--- config.mk ---
export PLATFORM = sky130hd
export DESIGN_NAME = disp_sched
export DESIGN_NICKNAME = d
export VERILOG_FILES = /design/src/rtl/disp_sched_pkg.sv /design/src/rtl/tick_prescaler.sv /design/src/rtl/disp_sched.sv
export SDC_FILE = /design/constraint.sdc
export NUM_CORES = 1
export LEC_CHECK = 0
export ABC_CLOCK_PERIOD_IN_PS = 2100
export BUFFER_PORTS_ARGS = -buffer_cell sky130_fd_sc_hd__buf_4
export CORE_ASPECT_RATIO = 1.1
export CORE_UTILIZATION = 35
export DETAILED_ROUTE_END_ITERATION = 10
export SYNTH_ARGS = -nofsm -noshare
export SYNTH_HDL_FRONTEND = slang
export SYNTH_SLANG_ARGS = --single-unit
--- constraint.sdc ---
create_clock -name clk -period 2.1 [get_ports clk]
set_input_delay 0.105 -clock clk [delete_from_list [all_inputs] [get_ports clk]]
set_output_delay 0.105 -clock clk [all_outputs]
set_load 0.02 [all_outputs]
--- src/rtl/disp_sched_pkg.sv ---
// Shared definitions for the display scheduler.
//   state_t   : owner of the seven-segment display (BG timer, CNT mine counter, MSG status)
//   SRC_*     : encoding presented on the src output
//   DP_*      : decimal-point pattern shown for each owner
package disp_sched_pkg;

    typedef enum logic [1:0] {
        ST_BG  = 2'b00,
        ST_CNT = 2'b01,
        ST_MSG = 2'b10
    } state_t;

    localparam logic [1:0] SRC_BG  = 2'b00;
    localparam logic [1:0] SRC_CNT = 2'b01;
    localparam logic [1:0] SRC_MSG = 2'b10;

    localparam logic [3:0] DP_BG  = 4'b0000;
    localparam logic [3:0] DP_CNT = 4'b0001;
    localparam logic [3:0] DP_MSG = 4'b1000;

    function automatic logic [1:0] src_of(input state_t s);
        case (s)
            ST_CNT:  return SRC_CNT;
            ST_MSG:  return SRC_MSG;
            default: return SRC_BG;
        endcase
    endfunction

    function automatic logic [3:0] dp_of(input state_t s);
        case (s)
            ST_CNT:  return DP_CNT;
            ST_MSG:  return DP_MSG;
            default: return DP_BG;
        endcase
    endfunction

endpackage

--- src/rtl/tick_prescaler.sv ---
// Free-running divider producing the hold tick.
//   clk, reset : system clock, synchronous active-high reset
//   clr        : restart the count from 0 (hold entry / restart)
//   tick       : high while the count sits at TICK_DIV-1
module tick_prescaler #(
    parameter int TICK_DIV = 5_000_000
) (
    input  logic clk,
    input  logic reset,
    input  logic clr,
    output logic tick
);

    localparam int            CW   = $clog2(TICK_DIV);
    localparam logic [CW-1:0] LAST = CW'(TICK_DIV - 1);

    logic [CW-1:0] cnt_q;
    logic [CW-1:0] cnt_d;

    always_comb begin
        cnt_d = cnt_q + CW'(1);
        if (clr || (cnt_q == LAST)) begin
            cnt_d = '0;
        end
    end

    always_ff @(posedge clk) begin
        if (reset) begin
            cnt_q <= '0;
        end else begin
            cnt_q <= cnt_d;
        end
    end

    assign tick = (cnt_q == LAST);

endmodule

--- src/rtl/disp_sched.sv ---
// Arbitrates the 4-digit display between the game timer (background),
// the mine counter (shown for a hold period on each update) and one-shot
// status messages (request/ack handshake, highest priority).
//   clk, reset          : system clock, synchronous active-high reset
//   bg_val              : live timer digits shown when idle
//   cnt_val, cnt_upd    : mine-counter value and its one-cycle update strobe
//   msg_val, msg_req    : message digits and held request
//   msg_ack, msg_busy   : one-cycle accept pulse, message-owns-display flag
//   hex3..hex0, dp_out  : registered digits / decimal points to disp_hex_mux
//   src                 : registered current owner code
module disp_sched
    import disp_sched_pkg::*;
#(
    parameter int TICK_DIV   = 5_000_000,
    parameter int HOLD_TICKS = 20
) (
    input  logic        clk,
    input  logic        reset,
    input  logic [15:0] bg_val,
    input  logic [15:0] cnt_val,
    input  logic        cnt_upd,
    input  logic [15:0] msg_val,
    input  logic        msg_req,
    output logic        msg_ack,
    output logic        msg_busy,
    output logic [3:0]  hex3,
    output logic [3:0]  hex2,
    output logic [3:0]  hex1,
    output logic [3:0]  hex0,
    output logic [3:0]  dp_out,
    output logic [1:0]  src
);

    localparam int            HW        = (HOLD_TICKS > 1) ? $clog2(HOLD_TICKS) : 1;
    localparam logic [HW-1:0] HOLD_LAST = HW'(HOLD_TICKS - 1);

    state_t        state_q, state_d;
    logic [15:0]   msg_lat_q, msg_lat_d;
    logic [15:0]   cnt_lat_q, cnt_lat_d;
    logic          pend_q, pend_d;
    logic [HW-1:0] hold_q, hold_d;
    logic          ack_q, ack_d;
    logic          busy_q;
    logic [1:0]    src_q;
    logic [15:0]   hex_q, disp_d;
    logic [3:0]    dp_q;
    logic          restart;
    logic          tick;
    logic          expiry;

    tick_prescaler #(
        .TICK_DIV (TICK_DIV)
    ) u_prescaler (
        .clk   (clk),
        .reset (reset),
        .clr   (restart),
        .tick  (tick)
    );

    // The hold counter free-runs in BG; it only matters after a restart.
    assign expiry = tick && (hold_q == HOLD_LAST) && (state_q != ST_BG);

    always_comb begin
        state_d   = state_q;
        msg_lat_d = msg_lat_q;
        cnt_lat_d = cnt_lat_q;
        pend_d    = pend_q;
        ack_d     = 1'b0;
        restart   = 1'b0;
        case (state_q)
            ST_BG, ST_CNT: begin
                if (msg_req) begin
                    // A message pre-empts the counter; a coincident update
                    // is parked so it is shown once the message expires.
                    state_d   = ST_MSG;
                    msg_lat_d = msg_val;
                    ack_d     = 1'b1;
                    restart   = 1'b1;
                    if (cnt_upd) begin
                        cnt_lat_d = cnt_val;
                        pend_d    = 1'b1;
                    end
                end else if (cnt_upd) begin
                    // Update beats a same-cycle expiry: hold restarts.
                    state_d   = ST_CNT;
                    cnt_lat_d = cnt_val;
                    restart   = 1'b1;
                end else if ((state_q == ST_CNT) && expiry) begin
                    state_d = ST_BG;
                end
            end
            ST_MSG: begin
                if (cnt_upd) begin
                    pend_d    = 1'b1;
                    cnt_lat_d = cnt_val;
                end
                if (expiry) begin
                    if (pend_q || cnt_upd) begin
                        state_d = ST_CNT;
                        pend_d  = 1'b0;
                        restart = 1'b1;
                    end else begin
                        state_d = ST_BG;
                    end
                end
            end
            default: state_d = ST_BG;
        endcase

        hold_d = hold_q;
        if (restart) begin
            hold_d = '0;
        end else if (tick) begin
            hold_d = (hold_q == HOLD_LAST) ? '0 : hold_q + HW'(1);
        end

        // Digits follow the registered owner, so they trail src by one edge.
        case (state_q)
            ST_CNT:  disp_d = cnt_lat_q;
            ST_MSG:  disp_d = msg_lat_q;
            default: disp_d = bg_val;
        endcase
    end

    always_ff @(posedge clk) begin
        if (reset) begin
            state_q   <= ST_BG;
            msg_lat_q <= '0;
            cnt_lat_q <= '0;
            pend_q    <= 1'b0;
            hold_q    <= '0;
            ack_q     <= 1'b0;
            busy_q    <= 1'b0;
            src_q     <= SRC_BG;
            hex_q     <= '0;
            dp_q      <= DP_BG;
        end else begin
            state_q   <= state_d;
            msg_lat_q <= msg_lat_d;
            cnt_lat_q <= cnt_lat_d;
            pend_q    <= pend_d;
            hold_q    <= hold_d;
            ack_q     <= ack_d;
            busy_q    <= (state_d == ST_MSG);
            src_q     <= src_of(state_d);
            hex_q     <= disp_d;
            dp_q      <= dp_of(state_q);
        end
    end

    assign msg_ack  = ack_q;
    assign msg_busy = busy_q;
    assign src      = src_q;
    assign dp_out   = dp_q;
    assign hex3     = hex_q[15:12];
    assign hex2     = hex_q[11:8];
    assign hex1     = hex_q[7:4];
    assign hex0     = hex_q[3:0];

endmodule

==> impl.org, run 1 <==
** Run status
- The flow ran to the end, and the final reports show no timing, DRC or antenna violations.

** Routing
- Number of DRC violations after detailed routing :: 0
- Routed length per instance :: 13.2 um
- Wire length after detailed routing :: 8.43 mm
- Vias per cell :: 4.98
- The pre-antenna-repair detailed-routing pass consisted of 7 iterations.
- The first routing iteration left 134 violations.
- Antenna-violating nets left :: 0
- Total number of vias :: 3176

** Timing
- Worst hold slack across all endpoints :: 0.0205 ns
- Portion of the clock cycle consumed by the worst path in the final layout :: 93.4%
- Timing would allow up to 510 MHz.
- The number of max-slew violations in the final report came to 0.
- Clk_skew :: 0.0147 ns
- Final critical delay including setup and external delays :: 1.96 ns
- Setup violations remaining at the end of the flow were counted as 0.
- Final count of hold timing violations :: 0

** Floorplanning
- Core box area :: 9890 um2
- Area enclosed by the die boundary :: 10600 um2
- Initial cell density of the core :: 36.2%
- X dimension of the die :: 98.4 um
- In this run the core area contains 38 standard-cell rows.
- In this run the count of I/O pins placed on the die edge is 76.
- Vertical die dimension :: 108 um

** Critical path
- The setup path with the least slack is of type reg2reg.
- The slowest stage of the critical path is the dfxtp_1 cell.
- Required time reported for the critical path endpoint :: 2.37 ns
- Data arrives at the worst endpoint at 2.23 ns.
- Cell breakdown of the critical path :: ha_1 -> nor4bb_2 -> nand2b_1 -> or3_4 -> a31oi_4 -> nor4b_2
- Peak fanout along the critical path :: 4
- The worst setup path is captured at a register.
- In this design, the stage delay of the slowest critical-path cell is 0.38 ns.
- STA classifies the critical path startpoint as a register.

** Final layout
- The layout has 943 filler cells.
- Post-route cell area :: 4740 um2
- Signed area change from the synthesized netlist to the final layout :: 32.6%
- Cells with a size suffix above 1 make up 22.8% of the layout.
- The net count of the finished layout is 573.
- Once layout is complete, the utilization of the core stands at 47.9%.
- The repair_antennas step left the layout with diodes totalling 0.

** Placed design
- Summing all placed instances gives a cell area of 4250 um2.
- # port buffers :: 73
- The wire-length estimate of the detail-placed layout is 5.94 mm.
- Final RePlAce weighted congestion :: 0.798

** Global routing
- Global routing used 16.4% of the available tracks.
- For met3 alone, demand over resource in global routing was 3.94%.
- Entering global routing, the biggest net connects 34 pins.
- Met1 track demand over resource :: 19.9%
- The via count of the first global-routing pass was 2951.
- GRT met2 Usage :: 28.1%
- Most Used Layer, Global Route :: met2
- The number of antenna violations at the first check in global routing is 0.
- Final global-route overflow total :: 0
- First-pass GRT wire length :: 13.7 mm

** Synthesis
- The netlist uses 47 different library cells.
- Post-synthesis instance total :: 411
- A synthesized cell averages 8.70 um2.
- Fraction of the yosys area taken by sequential cells :: 47.0%
- The Yosys step of the flow raised 0 warnings.
- Share of async-settable or async-resettable flops after synthesis :: 0%
- Main flop type after synthesis :: dfxtp_1
- Counting flops and latches in the post-synthesis netlist gives 84.
- The synthesized netlist occupies a cell area of 3580 um2.
- Yosys mapped a number of flops with a built-in enable equal to 0.

** Clock tree
- The H-tree was split into 3 levels.
- CTS sink cnt :: 84
- Clock tree root driver cell :: clkbuf_8
- CTS buffer count :: 9
- At the later pin of the worst-skew pair, clock insertion delay measures 0.35 ns.
- Clk slew on worst S/H paths :: 0.09 ns
- Clock Path Buffers :: 2
- Clock tree from TritonCTS :: yes

** Flow run
- MaxCap Viol Count :: 0

** Worst hold path
- The path class of the tightest hold or removal check is in2reg.

** Power and ir drop
- Leak :: 0.00187 uW
- Power per cell area :: 700 nW/um2
- VDD sags by at most 0.334 mV.
-- power breakdown --
group          internal (uW)  total [uW]  switching (uW)
logic                    253         537             285
clock network            470        1060             594
registers               1680        1720            39.0
-- what timing repair did --
action,4_1_cts,5_1_grt
endpoints found under the hold margin,30,0
setup buffers,0,0
setup endpoints to repair,0,27
gates resized for setup,0,2
hold buffers,30,0
-- critical path: cells and delay by family, from the launching register on --
family / cells / cell delay (ns)
AO/OA/AOI/OAI: 1 / 0.21
flip-flops: 1 / 0.38
adder cells (fa/ha/maj): 1 / 0.21
AND/OR/NAND/NOR: 4 / 1.08
-- final timing paths --
| kind | endpoint | cells after the start | start | slack [ns] |
|---|---|---|---|---|
| max | src[0]$_SDFF_PP0_ | 6 | hold_q[0]$_SDFFE_PP0N_ | 0.14 |
| min | msg_lat_q[5]$_SDFFE_PP0P_ | 3 | msg_val[5] | 0.02 |
| max reg2reg | src[0]$_SDFF_PP0_ | 6 | hold_q[0]$_SDFFE_PP0N_ | 0.14 |
| min reg2reg | msg_lat_q[12]$_SDFFE_PP0P_ | 2 | msg_lat_q[12]$_SDFFE_PP0P_ | 0.46 |
-- flip-flops by register name, indices dropped and copies added, names as in the netlist --
signal / flops
u_prescaler.cnt_q: 23
cnt_lat_q: 16
hex_q: 16
msg_lat_q: 16
hold_q: 5
dp_out: 2
state_q: 2
msg_ack: 1
msg_busy: 1
pend_q: 1
src: 1
-- per-layer routing --
layer / vias to the layer above / wire (um)
li1: 1613 / -
met1: 1484 / 3700
met2: 69 / 4270
met3: 10 / 325
met4: 0 / 133
met5: - / 0
-- synth_stat cells, types with 2 or more instances --
master,number,area share (%)
o21bai_1,3,0.63
and3_1,2,0.35
nor4b_1,2,0.49
xnor2_1,6,1.5
nand3_1,9,1.3
buf_4,4,0.84
nor2_1,52,5.5
ha_1,8,2.8
nor2b_1,7,1.2
nand2_1,73,7.7
a21oi_1,37,5.2
nor3_1,5,0.70
inv_1,4,0.42
or2_2,2,0.35
buf_2,3,0.42
a211oi_1,16,3.4
o22ai_1,2,0.35
clkbuf_1,17,1.8
dfxtp_1,84,47
xor2_1,16,3.9
and4_1,4,0.98
a22oi_1,16,3.4
buf_6,2,0.63
nand4_1,8,1.4
nor4_2,2,0.70
nand2b_1,2,0.35
o21ai_0,5,0.70
-- kinds of logic (layout without fill, tap and decap cells) --
logic type | count (synthesis) | count (layout) | share of synthesized area (%)
AOI/OAI and AO/OA | 84 | 84 | 15.0
xor gates and xnor gates | 22 | 22 | 5.39
adders and majority gates | 8 | 8 | 2.80
buffers and inverters | 31 | 137 | 4.20
DFF | 84 | 84 | 47.0
muxes | 2 | 2 | 0.595
other | 1 | 2 | 0.105
and+or+nand+nor | 179 | 179 | 24.8
-- layout make-up --
class / instances / area [um2] / share of cell area, %
Inverter: 4 / 15.0 / 0.317
Multi-Input combinational cell: 297 / 1760 / 37.1
Sequential cell: 84 / 1680 / 35.5
Clock inverter: 6 / 46.3 / 0.977
Clock buffer: 10 / 138 / 2.90
Timing Repair Buffer: 117 / 953 / 20.1
Tap cell: 120 / 150 / 3.17
-- per-stage QoR --
step	setup WS, ns	setup TNS (ns)	power, uW	std cells
2_1_floorplan	0.245	0	2040	412
3_3_place_gp	0.162	0	2240	592
3_5_place_dp	0.107	0	2250	592
4_1_cts	0.0480	0	3360	638
5_1_grt	-0.00855	-0.00855	3480	638
6_report	0.138	0	3320	638
-- layout by cell type (no fill, tap or decap), types with 2 or more instances in the layout --
cell           Yosys  final
o22ai_1            2      2
o21ai_0            5      5
buf_4              4     87
nand2_1           73     73
a21oi_1           37     37
nor2b_1            7      7
clkinvlp_4         0      2
nor4_2             2      2
xor2_1            16     16
nor3_1             5      5
nand3_1            9      9
ha_1               8      8
and3_1             2      2
conb_1             1      2
o21bai_1           3      3
dlygate4sd3_1      0     30
nor2_1            52     52
nand2b_1           2      2
a211oi_1          16     16
nand4_1            8      8
and4_1             4      4
inv_1              4      4
dfxtp_1           84     84
xnor2_1            6      6
clkbuf_8           0     10
nor4b_1            2      2
a22oi_1           16     16
inv_6              0      2
No activity file was read; power rests on OpenSTA's default activity.
==> inputs of run 2 (changes only) <==
Settings changed: SETUP_SLACK_MARGIN set to 0.3.
==> run 2 against run 1 <==
Compared with the run above: wire length rose by 6.4%; final cell count rose by 0.47%; critical path type unchanged; worst hold slack got worse by 0.0065 ns; first-iteration DRC count rose by 5.2%; critical path depth fell by 1; sequential power barely moved; core utilization rose by 1.5 points; count of clock-buffer cells in the layout fell by 1; critical endpoint unchanged; register-to-register slack improved by 0.16 ns; combinational power rose by 4.7%.
==> impl.org, run 2 (synthesis gave the netlist of run 1 again) <==
** Clock tree
- The maximum clock path buffer count is 2 (unchanged).
- Clock tree root driver cell :: clkbuf_8
- The number of levels the H-tree was split into came to 3 (unchanged).
- Clock tree from TritonCTS :: yes
- CTS buffer count :: 9 (unchanged)
- The latest clock arrival within the worst-skew pair came to 0.35 ns (about the same).
- Clk slew on worst S/H paths :: 0.09 ns (about the same)
- CTS sink cnt :: 84 (unchanged)

** Floorplanning
- Initial cell density of the core :: 36.2% (unchanged)
- Core box area :: 9890 um2 (unchanged)
- X dimension of the die :: 98.4 um (unchanged)
- Number of primary I/O pins :: 76 (unchanged)
- Area enclosed by the die boundary :: 10600 um2 (unchanged)
- The die extent in y is 108 um (unchanged).
- The number of rows in the core area was 38 (unchanged).

** Routing
- The count of antenna-violating nets left after detailed routing came to 0 (unchanged).
- The number of design-rule violations left by the first detailed-router iteration was 141 (+5.2%).
- Total number of vias :: 3191 (+0.47%)
- The detailed-router iteration count before antenna repair was 4 (-3).
- Vias per cell :: 4.98 (about the same)
- The routed wire length was 8.97 mm (+6.4%).
- The final routed wire length divided by cell count came to 14.0 um (+5.9%).
- The post-route DRC violation count is 0 (unchanged).

** Final layout
- In the layout the commonest cells are 89 x buf_4, 75 x dfxtp_1, 73 x nand2_1.
- The share of layout cells above drive strength 1 is 27.8% (+5.1 points).
- Register with the most flip-flops :: u_prescaler.cnt_q
- The library cell used most frequently in the layout, excluding fill and tap cells, is buf_4.
- Relative to the synthesized area, the layout overhead comes to 36.8%.
- Flip-flop count of the largest register after layout :: 23 (unchanged)
- Nets :: 576 (+0.52%)
- Antenna cell count :: 0 (unchanged)

** Flow run
- The max capacitance violation total is 0 (unchanged).

** Critical path
- The top fanout value on the critical path came to 6 (+2).
- In this run the critical register-to-register path is launched from u_prescaler.cnt_q[7]$_SDFF_PP0_.
- The data required time of the worst path was 2.36 ns (about the same).
- The most critical setup path has its startpoint at u_prescaler.cnt_q[7]$_SDFF_PP0_.
- The critical path data arrival time is 2.06 ns (-0.17 ns).
- STA classifies the critical path endpoint as a register.
- STA classifies the critical path startpoint as a register.
- The worst setup path is of the reg2reg kind.

** Run status
- The run finished with clean final reports.

** Global routing
- Vias in the first global route :: 3063 (+3.8%)
- The global-route wire length before repair is 14.4 mm (+5.4%).
- The number of antenna violations at the first check in global routing came to 0 (unchanged).
- Pin count of the biggest net entering global routing :: 58 (+71%)
- The aggregate global-route resource usage came to 17.0% (+0.63 points).
- The leftover overflow at the end of global routing is 0 (unchanged).

** Timing
- Achievable frequency :: 556 MHz (+9.1%)
- The number of max-slew violations in the final report was 0 (unchanged).
- Final count of hold timing violations :: 0 (unchanged)
- Setup repair after global routing could not meet its margin everywhere.
- Remaining max-slew budget at the tightest pin :: 59.4%
- Summed negative setup slack over all endpoints :: 0 ns (unchanged)
- The final period utilization was 85.7% (-7.8 points).
- For the pin with the worst max-slew slack, the measured transition is 0.609 ns.
- Setup violations, final :: 0 (unchanged)
- The largest clock skew in the final design is 0.0169 ns (+0.00219 ns).
- Worst hold slack across all endpoints :: 0.0140 ns (-0.00654 ns)
- Final critical delay including setup and external delays :: 1.80 ns (-0.163 ns)

** Placed design
- The final estimated routing congestion in global placement was 0.783 (-1.8%).
- The post-detailed-placement half-perimeter wirelength is 5.84 mm (-1.5%).
- # port buffers :: 73 (unchanged)

** Power and ir drop
- Total power :: 3560 uW (+7.3%)
- Leak :: 0.00188 uW (+0.93%)
- Power per cell area :: 728 nW/um2 (+4.0%)
- The maximum vdd drop is 0.311 mV (-6.9%).

** Worst hold path
- The worst hold path belongs to the class in2reg.
- The startpoint identified for the worst hold timing path is cnt_val[1].
[run 2: cell count changes in the layout (fill, tap and decap cells not counted), moves of 3 or more]
cell	change
dfxtp_1	-9
dlygate4sd3_1	-3
dfxtp_2	+9
ha_1	-4
[run 2: path summary, 6_finish.rpt]
kind | endpoint | slack [ns] | depth (start not counted)
setup / recovery | src[0]$_SDFF_PP0_ | 0.30 | 5
hold / removal | cnt_lat_q[1]$_SDFFE_PP0P_ | 0.01 | 3
setup reg to reg | src[0]$_SDFF_PP0_ | 0.30 | 5
hold reg to reg | cnt_lat_q[1]$_SDFFE_PP0P_ | 0.46 | 2
[run 2: worst max-delay path, stage by stage (launching register included)]
cell and delay, ns:
dfxtp_1 0.39, nor4b_4 0.34, nand4_4 0.19, or3_4 0.42, a31oi_4 0.16, nor4b_2 0.21
[run 2: cell type report]
type / count / area, um2
fillers: 950 / 5000
multi-input cells: 298 / 1850
flip-flops and latches: 84 / 1690
repair buffers: 119 / 966
well taps: 120 / 150
clock buffers: 9 / 124
clock inverters: 7 / 100
inverters: 4 / 15.0
[run 2: power breakdown]
part	internal (uW)	leakage (uW)	switching, uW	total, uW
Clock	676	0.000102	607	1280
Combinational	265	0.00109	296	562
Sequential	1680	0.000692	39.0	1720
Total	2620	0.00188	943	3560
[run 2: repair_timing]
item | 4_1_cts | 5_1_grt
gates resized for setup | 14 | 16
endpoints found under the setup margin | 45 | 45
pin swaps | 4 | 6
hold buffers | 27 | 0
endpoints found under the hold margin | 27 | 0
cloned | 0 | 2
setup buffers | 2 | 3
[run 2: stage by stage]
step	std cells	setup WS (ns)	area [um2]	util, %
global route	641	0.238	4890	49.5
finish	641	0.301	4890	49.5
CTS	636	0.256	4800	48.5
global placement	591	0.168	4240	42.9
detailed placement	591	0.113	4240	42.9
floorplan	412	0.305	3580	-
[run 2: metal layers]
| layer | wire, um | vias up | share of wire (%) | GRT usage [%] |
|---|---|---|---|---|
| met5 | 0 | - | 0 | 0 |
| met4 | 74 | 0 | 0.83 | 6.82 |
| met3 | 311 | 4 | 3.5 | 2.84 |
| met2 | 4640 | 73 | 52 | 29.8 |
| met1 | 3950 | 1494 | 44 | 21.0 |
| li1 | - | 1620 | - | - |
==> inputs of run 3 (changes only) <==
Settings changed: ABC_AREA set to 1, ABC_CLOCK_PERIOD_IN_PS 2100 to 2240, MAX_ROUTING_LAYER set to met4.
Clock period 2.1 ns to 2.24 ns, I/O delays scaled along.
==> run 3 against run 2 <==
Compared with the run above: worst hold slack gained 0.041 ns; clock power grew 13%; wire length shrank 1.7%; first-iteration DRC count shrank 26%; clock skew shrank 0.012 ns; non-clock buffer count shrank 40; via count grew 4.9%; core utilization shrank 3.7 points; count of clock-buffer cells in the layout is the same; final cell count grew 14%; critical path type unchanged; largest cell class unchanged.
==> impl.org, run 3 <==
** Routing
- The number of design-rule violations left by the first detailed-router iteration is 105 (-26%).
- Number of detailed-route iterations in the first pass :: 4 (unchanged)
- The count of antenna-violating nets left after detailed routing is 0 (unchanged).
- Number of DRC violations after detailed routing :: 0 (unchanged)
- The total number of vias was 3346 (+4.9%).
- The final routed wire length divided by cell count is 12.1 um (-14%).
- The routed wire length was 8.82 mm (-1.7%).
- The via density per instance was 4.59 (-7.8%).

** Critical path
- Required time reported for the critical path endpoint :: 2.46 ns (+0.10 ns)
- The worst setup path is captured at a register.
- The critical path buffer and inverter count came to 1 (+1).
- Largest delay contributor family on the critical path :: simple AND/OR/NAND/NOR gates
- Critical Path Source Type :: register
- Cell breakdown of the critical path :: ha_1 -> nand2_1 -> nor3_4 -> inv_1 -> nor2_2 -> nand4_1 -> nand2_1 -> nand2_2 -> nand3_4 -> nor2_1
- The critical path data arrival time came to 2.03 ns (-0.03 ns).
- The worst stage delay on the critical path is 0.38 ns (-0.04 ns).
- Peak fanout along the critical path :: 11 (+5)
- Counting stages on the worst path, the most repeated cell is nand2_1.
- Crit-path slowest cell :: dfxtp_1
- The worst setup path is of the reg2reg kind.

** Timing
- Final critical delay including setup and external delays :: 1.81 ns (+0.00720 ns)
- Setup repair after global routing could not meet its margin everywhere.
- Summed negative setup slack over all endpoints :: 0 ns (unchanged)
- The pin slew with the least headroom to its limit came to 0.515 ns (-0.0940 ns).
- The number of setup violations in the final report came to 0 (unchanged).
- Count of pins over their slew limit :: 0 (unchanged)
- Clk_skew :: 0.00447 ns (-0.0124 ns)
- The final-report hold violation count came to 0 (unchanged).
- Achievable frequency :: 554 MHz (-0.40%)
- Portion of the clock cycle consumed by the worst path in the final layout :: 80.6% (-5.0 points)
- The remaining max-slew budget at the tightest pin is 65.6% (+6.2 points).

** Clock tree
- Clock tree from TritonCTS :: yes
- Clock tree root driver cell :: clkbuf_16
- The total setup buffers inserted after CTS is 0 (-2).
- The number of buffers inserted by hold repair at cts came to 0 (-100%).
- The latest clock arrival within the worst-skew pair was 0.33 ns (-0.02 ns).
- H-tree levels :: 3 (unchanged)
- The clock-pin slew on the worst setup and hold paths is 0.06 ns (-0.03 ns).
- The total number of clock tree sinks was 84 (unchanged).
- The number of instances resized during post-cts repair was 0 (-14).
- Clock Path Buffers :: 2 (unchanged)
- CTS buffer count :: 9 (unchanged)

** Final layout
- Most frequent standard cell in the layout excluding fill and tap cells :: inv_1
- The core occupancy in the finished layout was 45.8% (-3.7 points).
- The count of nets after finishing came to 641 (+11%).
- Signed area change from the synthesized netlist to the final layout :: 25.6%
- The antenna diode count is 0 (unchanged).
- The library cells used most frequently in the layout, excluding fill and tap cells, are 89 x inv_1, 83 x dfxtp_1, 81 x nor2_1.
- Layout cell share with drive strength beyond 1 :: 22.2% (-5.6 points)
- Register with the most flip-flops :: u_prescaler.cnt_q
- Non-Filler Instances :: 729 (+14%)
- Flip-flop count of the largest register after layout :: 23 (unchanged)

** Placed design
- The number of placed cells counting well taps was 712 (+20%).
- The final estimated routing congestion in global placement was 0.858 (+9.6%).
- # port buffers :: 73 (unchanged)
- The post-detailed-placement half-perimeter wirelength was 6.23 mm (+6.6%).

** Synthesis
- FF+latch count, synth :: 84 (unchanged)
- Post-synthesis instance total :: 510 (+24%)
- Post-synthesis adder-cell area fraction :: 2.61% (-0.19 points)
- Synthesized-area fraction occupied by xor and xnor cells :: 5.24% (-0.14 points)
- Most repeated cell in the gate-level netlist after synthesis :: inv_1
- Library cell with the largest summed area after synthesis :: dfxtp_1
- Share of async-settable or async-resettable flops after synthesis :: 0% (unchanged)
- The commonest cells after synthesis are 89 x inv_1, 84 x dfxtp_1, 81 x nor2_1.
- The area share of the leading cell type in the synthesized netlist came to 43.8% (-3.2 points).
- Count of unique library cells instantiated by Yosys :: 34 (-28%)
- The cell area after synthesis came to 3840 um2 (+7.4%).
- Synthesized-area fraction occupied by ao, oa, aoi and oai cells :: 14.5% (-0.58 points)
- Among all flip-flop cells after synthesis, the most frequent one is dfxtp_1.
- The basic-gate share of the synthesized area counting and, or, nand and nor cells was 21.5% (-3.4 points).
- Mux cell area share after synthesis :: 0.293% (-0.30 points)
- Cell types with the largest area share after synthesis :: dfxtp_1 44%, inv_1 8.7%, nor2_1 7.9%
- The count of warnings emitted by yosys was 0 (unchanged).
- The average instance area after synthesis was 7.53 um2 (-13%).
- The fraction of the yosys area taken by sequential cells came to 43.8% (-3.2 points).
- Combinational family with the most area after synthesis :: simple AND/OR/NAND/NOR gates
- The number of synthesized flops with an enable pin came to 0 (unchanged).

** Global routing
- The number of antenna violations at the first check in global routing was 0 (unchanged).
- First-pass GRT wire length :: 14.7 mm (+1.6%)
- Final global-route overflow total :: 0 (unchanged)
- The aggregate global-route resource usage came to 16.9% (-0.089 points).
- Vias in the first global route :: 3280 (+7.1%)
- The pin count of the biggest net entering global routing came to 34 (-41%).

** Power and ir drop
- The maximum vdd drop was 0.486 mV (+56%).
- Leak :: 0.00212 uW (+12%)
- Power per cell area :: 757 nW/um2 (+4.0%)

** Floorplanning
- The number of rows in the core area is 39 (+2.6%).
- Core box area :: 10500 um2 (+6.6%)
- The I/O pin total was 76 (unchanged).
- The die outline area came to 11400 um2 (+7.3%).
- The die extent in y was 112 um (+3.6%).
- X dimension of the die :: 102 um (+3.6%)
- Initial cell density of the core :: 36.4% (+0.28 points)

** Worst hold path
- The min-delay analysis places its worst path in the category in2reg.

** Run status
- Outcome :: completed

** Flow run
- The max capacitance violation total came to 0 (unchanged).
[run 3: changes by cell type after synthesis, sizes merged, moves of 4 or more]
| cell | delta |
|---|---|
| a21oi | -4 |
| nor2b | -7 |
| nand4 | -6 |
| inv | +87 |
| nand3 | +12 |
| a211oi | -15 |
| nor4b | -4 |
| and4 | -5 |
| o22ai | +14 |
| o21ai | +46 |
| a22oi | -16 |
| nand2 | -30 |
| nor2 | +45 |
[run 3: cells by family (layout without fill, tap and decap cells)]
logic type,after synthesis,in the layout
buf+inv,114,188
compound gates,105,105
mux,1,1
simple gates,174,175
fa+ha+maj,8,8
flops,84,84
xor+xnor,23,23
other cells,1,2
[run 3: final timing paths]
kind	slack [ns]	startpoint	endpoint	cells past startpoint
hold / removal	0.06	msg_val[11]	msg_lat_q[11]$_SDFFE_PP0P_	3
setup reg to reg	0.43	hold_q[0]$_SDFFE_PP0N_	u_prescaler.cnt_q[1]$_SDFF_PP0_	10
setup / recovery	0.43	hold_q[0]$_SDFFE_PP0N_	u_prescaler.cnt_q[1]$_SDFF_PP0_	10
hold reg to reg	0.45	msg_lat_q[11]$_SDFFE_PP0P_	msg_lat_q[11]$_SDFFE_PP0P_	2
[run 3: area by class of cell]
class	instances	area (um2)
Inverter	93	349
Tap cell	143	179
Sequential cell	84	1680
Fill cell	1113	5710
Clock inverter	7	66.3
Multi-Input combinational cell	314	1730
Clock buffer	9	225
Timing Repair Buffer	79	597
[run 3: per-layer routing]
metal,global-route usage [%],vias to the layer above,share of wire [%]
li1,-,1738,-
met1,18.3,1505,43
met2,28.2,86,48
met3,5.40,17,6.3
met4,7.24,0,2.7
met5,-,-,0
[run 3: worst register-to-register path, delay by kind of cell, from the launching register on]
family	cells	cell delay (ns)
buffers and inverters	1	0.12
DFF	1	0.38
and+or+nand+nor	8	0.97
adders and majority gates	1	0.23
[run 3: power by group]
part | internal, uW | switching, uW | leakage [uW] | total (uW)
logic | 224 | 345 | 0.00128 | 570
clock network | 859 | 589 | 0.000145 | 1450
registers | 1600 | 35.4 | 0.000691 | 1640
[run 3: metrics by stage]
| stage | hold slack (ns) | power [uW] | cell area, um2 | worst slack (ns) |
|---|---|---|---|---|
| 2_1_floorplan | 0.272 | 2010 | 3840 | 0.625 |
| 3_3_place_gp | 0.387 | 2220 | 4500 | 0.468 |
| 3_5_place_dp | 0.400 | 2240 | 4500 | 0.382 |
| 4_1_cts | 0.0434 | 3700 | 4790 | 0.360 |
| 5_1_grt | 0.0514 | 3840 | 4830 | 0.266 |
| 6_report | 0.0553 | 3650 | 4830 | 0.434 |
